$ cat config.mk
export PLATFORM = sky130hd
export DESIGN_NAME = cam_frame_capture
export DESIGN_NICKNAME = d
export VERILOG_FILES = /design/src/rtl/cam_frame_capture.sv
export SDC_FILE = /design/constraint.sdc
export NUM_CORES = 1
export LEC_CHECK = 0
export ABC_AREA = 1
export CORE_UTILIZATION = 48
export DETAILED_ROUTE_END_ITERATION = 10
export GPL_ROUTABILITY_DRIVEN = 0
export HOLD_SLACK_MARGIN = 0.05
export MAX_ROUTING_LAYER = met4
export PLACE_DENSITY = 0.75
export SLEW_MARGIN = 20
export SYNTH_ARGS = -nofsm -noshare
export SYNTH_HDL_FRONTEND = slang
export SYNTH_SLANG_ARGS = --single-unit
export TNS_END_PERCENT = 20
$ cat constraint.sdc
create_clock -name pclk -period 2.1 [get_ports pclk]
set_clock_uncertainty 0.15 [all_clocks]
set_input_delay 0.42 -clock pclk [delete_from_list [all_inputs] [get_ports pclk]]
set_output_delay 0.42 -clock pclk [all_outputs]
set_load 0.005 [all_outputs]
$ cat src/rtl/cam_frame_capture.sv
// rtl/cam_frame_capture.sv - DVP camera capture into N-way frame buffers; optional CAM_CAPTURE_STATS_EN
// Assembles 1- or 2-byte pixels, validates frame geometry, and commits a buffer only after a well-formed frame.
module cam_frame_capture #(
    parameter int BYTES_PER_PIX = 2,
    parameter int PIX_W         = 15,
    parameter int IMG_W         = 64,
    parameter int IMG_H         = 48,
    parameter int NUM_BUF       = 2,
    parameter int ADDR_W        = 13,
    parameter int BUF_W         = 1
) (
    input  logic              pclk,
    input  logic              rst,
    input  logic              vsync,
    input  logic              href,
    input  logic [7:0]        cam_data,
    input  logic              cap_en,
    output logic              wr_en,
    output logic [ADDR_W-1:0] wr_addr,
    output logic [PIX_W-1:0]  wr_data,
    output logic [BUF_W-1:0]  buf_sel,
    output logic [BUF_W-1:0]  rd_buf,
    output logic              frame_start,
    output logic              frame_done,
    output logic              frame_err
`ifdef CAM_CAPTURE_STATS_EN
    ,
    output logic [15:0]       good_cnt,
    output logic [15:0]       err_cnt
`endif
);

    localparam int COL_W = $clog2(IMG_W + 1);
    localparam int ROW_W = $clog2(IMG_H + 1);
    localparam logic [COL_W-1:0]  COL_MAX     = COL_W'(IMG_W);
    localparam logic [ROW_W-1:0]  ROW_MAX     = ROW_W'(IMG_H);
    localparam logic [ADDR_W-1:0] FRAME_WORDS = ADDR_W'(IMG_W * IMG_H);
    localparam logic [ADDR_W-1:0] LINE_WORDS  = ADDR_W'(IMG_W);
    localparam logic [BUF_W-1:0]  LAST_BUF    = BUF_W'(NUM_BUF - 1);
    localparam logic              PHASE_LAST  = 1'(BYTES_PER_PIX - 1);

    typedef enum logic [1:0] {IDLE, SKIP, CAPTURE} state_t;

    state_t            state;
    logic              vs_q;
    logic              line_q;
    logic              phase;
    logic              err_flag;
    logic [COL_W-1:0]  col;
    logic [ROW_W-1:0]  row;
    logic [PIX_W-1:0]  pixel;
    logic [ADDR_W-1:0] pix_addr;

    wire frame_begin = vs_q & ~vsync;
    wire frame_end   = ~vs_q & vsync;
    wire line_act    = ~vsync & href;
    wire line_fall   = line_q & ~line_act;
    wire last_byte   = (phase == PHASE_LAST);

    assign pix_addr = ADDR_W'(buf_sel) * FRAME_WORDS + ADDR_W'(row) * LINE_WORDS + ADDR_W'(col);

    generate
        if (BYTES_PER_PIX == 1) begin : g_one_byte
            assign pixel = PIX_W'(cam_data);
        end else begin : g_two_byte
            // Most significant byte arrives first and is held until its partner.
            logic [7:0] hi_byte;
            always_ff @(posedge pclk or posedge rst) begin
                if (rst) begin
                    hi_byte <= '0;
                end else if (state == CAPTURE && line_act) begin
                    hi_byte <= cam_data;
                end
            end
            assign pixel = PIX_W'({hi_byte, cam_data});
        end
    endgenerate

    always_ff @(posedge pclk or posedge rst) begin
        if (rst) begin
            state       <= IDLE;
            vs_q        <= 1'b0;
            line_q      <= 1'b0;
            phase       <= 1'b0;
            err_flag    <= 1'b0;
            col         <= '0;
            row         <= '0;
            wr_en       <= 1'b0;
            wr_addr     <= '0;
            wr_data     <= '0;
            buf_sel     <= '0;
            rd_buf      <= LAST_BUF;
            frame_start <= 1'b0;
            frame_done  <= 1'b0;
            frame_err   <= 1'b0;
`ifdef CAM_CAPTURE_STATS_EN
            good_cnt    <= '0;
            err_cnt     <= '0;
`endif
        end else begin
            vs_q        <= vsync;
            line_q      <= line_act;
            wr_en       <= 1'b0;
            frame_start <= 1'b0;
            frame_done  <= 1'b0;
            frame_err   <= 1'b0;
            case (state)
                IDLE: begin
                    if (frame_begin) begin
                        if (cap_en) begin
                            state       <= CAPTURE;
                            frame_start <= 1'b1;
                            row         <= '0;
                            col         <= '0;
                            phase       <= 1'b0;
                            err_flag    <= 1'b0;
                        end else begin
                            state <= SKIP;
                        end
                    end
                end
                SKIP: begin
                    if (frame_end) state <= IDLE;
                end
                CAPTURE: begin
                    if (frame_end) begin
                        state <= IDLE;
                        if (row == ROW_MAX && !err_flag) begin
                            frame_done <= 1'b1;
                            rd_buf     <= buf_sel;
                            buf_sel    <= (buf_sel == LAST_BUF) ? '0 : buf_sel + BUF_W'(1);
`ifdef CAM_CAPTURE_STATS_EN
                            good_cnt   <= good_cnt + 16'd1;
`endif
                        end else begin
                            // Rejected frame: keep buf_sel so the next frame overwrites it.
                            frame_err  <= 1'b1;
`ifdef CAM_CAPTURE_STATS_EN
                            err_cnt    <= err_cnt + 16'd1;
`endif
                        end
                    end else if (line_act) begin
                        phase <= last_byte ? 1'b0 : phase + 1'b1;
                        if (last_byte) begin
                            if (col < COL_MAX && row < ROW_MAX) begin
                                wr_en   <= 1'b1;
                                wr_addr <= pix_addr;
                                wr_data <= pixel;
                            end else begin
                                err_flag <= 1'b1;
                            end
                            if (col < COL_MAX) col <= col + COL_W'(1);
                        end
                    end else if (line_fall) begin
                        if (col != COL_MAX || phase != 1'b0) err_flag <= 1'b1;
                        if (row < ROW_MAX) row <= row + ROW_W'(1);
                        col   <= '0;
                        phase <= 1'b0;
                    end
                end
                default: state <= IDLE;
            endcase
        end
    end

endmodule

==> impl_metrics.ini <==
[timing]
finalMaxSlewViolations = 0
setup_viol = 0
fin_tns_setup_ns = 0
max_freq_mhz = 517
setup_slack_ns = 0.167
rsz0062_at_grt = no
period_minus_slack_ns = 1.93
finalHoldViolations = 0
period_share = 0.920
relSlewSlack = 0.751
hold_ws_ns = 0.318
worst_slew_pin_slew_ns = 0.371

[power]
p_leak_nw = 1.81
p_per_area_nw_per_um2 = 977
ir_worst_vdd_mv = 0.612
fin_total_pwr_mw = 3.61

[place]
placed_area_um2 = 3530
hpwl_mm = 4.13
dp_cells = 458
place_ws_ns = 0.0313
io_buffers = 46

[final_layout]
layout-drive-gt1-share = 0.138
nNetsFinal = 417
stdcell_count = 474
n_antenna_cell = 0
finalInstanceArea_um2 = 3700
post-route-util = 0.621
syn2layout_area_growth_pct = 24.1

[floorplanning]
initial_core_util = 0.500
die_w_um = 80.8
ios = 47
rows = 28
core_area_um2 = 5960
die-area_um2 = 6520
die_h_um = 80.8

[clocking]
insertion_delay_ns = 0.34
clk_pin_slew_ns = 0.06
tritoncts = built
cts_buffers = 9
htree_levels = 3
numClockSinks = 60
cts-root-buf = clkbuf_8
clockBufferDepth = 2
cts_setup_buffers = 0

[drt]
vias_per_cell = 4.90
drt_iter0_markers = 70
wl_met1_mm = 2.85
routed-wl-met2_mm = 2.59
route.top_layer_used = met4
firstDrtPassIters = 4
num_vias = 2321
routed_wl_mm = 5.82
met3_length_um = 254
drc = 0
wl_per_cell_um = 12.3
ant_nets = 0

[critical_path]
critPathBufInv = 1
startpoint_type = flip-flop
crit_slowest_cell = dfstp_2
cp-end-kind = output pin
crit_chain = clkdlybuf4s50_1
cp_slowest_stage_delay_ns = 0.53
critPathMaxFanout = 2
crit_required_ns = 1.53
critPathTopFamily = flip-flops
arrival_ns = 1.36
path_class = reg2out

[yosys]
synth-edff-count = 0
synthTopCellsByCount = nand2_1 (113), dfrtp_1 (59), inv_1 (39)
yosysTopAreaCellShare = 0.496
yosysSeqAreaShare = 0.505
synthCells = 340
ys_ff_latch = 60
async_reset_ff_frac = 1.00
synth_flop_cell = dfrtp_1
yosysTopAreaCell = dfrtp_1
synth_nets = 363
netlist_area_um2 = 2980
synth_area_leaders = dfrtp_1 (50%), nand2_1 (14%), inv_1 (4.9%)
yosysMostFrequentCell = nand2_1
synthDistinctLibCells = 35
ys_warn_count = 0
syn_avg_cell_area_um2 = 8.76

[global_route]
grt_pass1_wl_mm = 9.91
first_global_vias = 2175
grt_use_total = 0.208
grt_antenna_before_repair = 0
grt_start_max_net_pins = 61
gr-total-overflow = 0

[run]
maxCapViolations = 0

[outcome]
status = complete, no violations

[hold_path]
hold_class = in2async
-- state kept, by name, indices dropped and copies added (netlist names) --
register            count
err_flag                1
wr_en                   1
line_q                  1
vs_q                    1
buf_sel                 1
wr_addr                13
state                   2
wr_data                15
frame_err               1
last_byte               1
row                     6
frame_start             1
rd_buf                  1
col                     7
g_two_byte.hi_byte      7
frame_done              1
-- routing by layer --
| metal | GRT usage | vias to the layer above |
|---|---|---|
| met4 | 0.111 | 0 |
| met2 | 0.312 | 58 |
| met3 | 0.0337 | 12 |
| met1 | 0.273 | 1076 |
| li1 | - | 1175 |
| met5 | - | - |
-- what timing repair did --
action                                  CTS  global route
gates resized for setup                   0             1
hold buffers                              0             0
endpoints found under the setup margin    0             1
endpoints found under the hold margin     0             0
-- logic make-up after synthesis --
logic type,count (synthesis),share of synthesized area
XOR/XNOR,6,0.0176
buffers and inverters,54,0.0882
AND/OR/NAND/NOR,164,0.247
adder cells (fa/ha/maj),10,0.0420
flip-flops,60,0.505
AO/OA/AOI/OAI,46,0.100
-- path summary, 6_finish.rpt --
check,startpoint,end,slack (ns),depth (start not counted)
max,rd_buf$_DFFE_PP1P_,rd_buf,0.17,1
min,rst,wr_data[11]$_DFFE_PP0P_,0.32,3
max reg2reg,state[0]$_DFFE_PP0P_,col[6]$_DFFE_PP0P_,0.26,9
min reg2reg,rd_buf$_DFFE_PP1P_,rd_buf$_DFFE_PP1P_,0.32,2
max in group asynchronous,rst,rd_buf$_DFFE_PP1P_,1.18,3
min in group pclk,rd_buf$_DFFE_PP1P_,rd_buf$_DFFE_PP1P_,0.32,2
-- cell type report --
class                           instances  area [um2]
Clock buffer                           14         153
Clock inverter                          2        10.0
Fill cell                             532        2260
Inverter                               45         179
Multi-Input combinational cell        226        1210
Sequential cell                        60        1500
Tap cell                               75        93.8
Timing Repair Buffer                   52         543
-- cells in the final DEF (no fill, tap or decap), drive strengths merged --
master,n
nand3,18
dfrtp,59
inv,44
clkinv,3
clkbuf,14
or2,1
nor2,20
o21ai,41
clkdlybuf4s50,46
xnor2,1
nor4,2
nand3b,2
ha,10
o21bai,1
dfstp,1
xor2,5
a21oi,3
a21boi,1
buf,6
nand2,116
nand4,5
-- power by group --
part / total, mW / switching, mW / internal (mW)
Combinational: 1.17 / 0.623 / 0.546
Sequential: 1.57 / 0.140 / 1.43
Clock: 0.872 / 0.414 / 0.458
Total: 3.61 / 1.18 / 2.43
No activity file was read; power rests on OpenSTA's default activity.
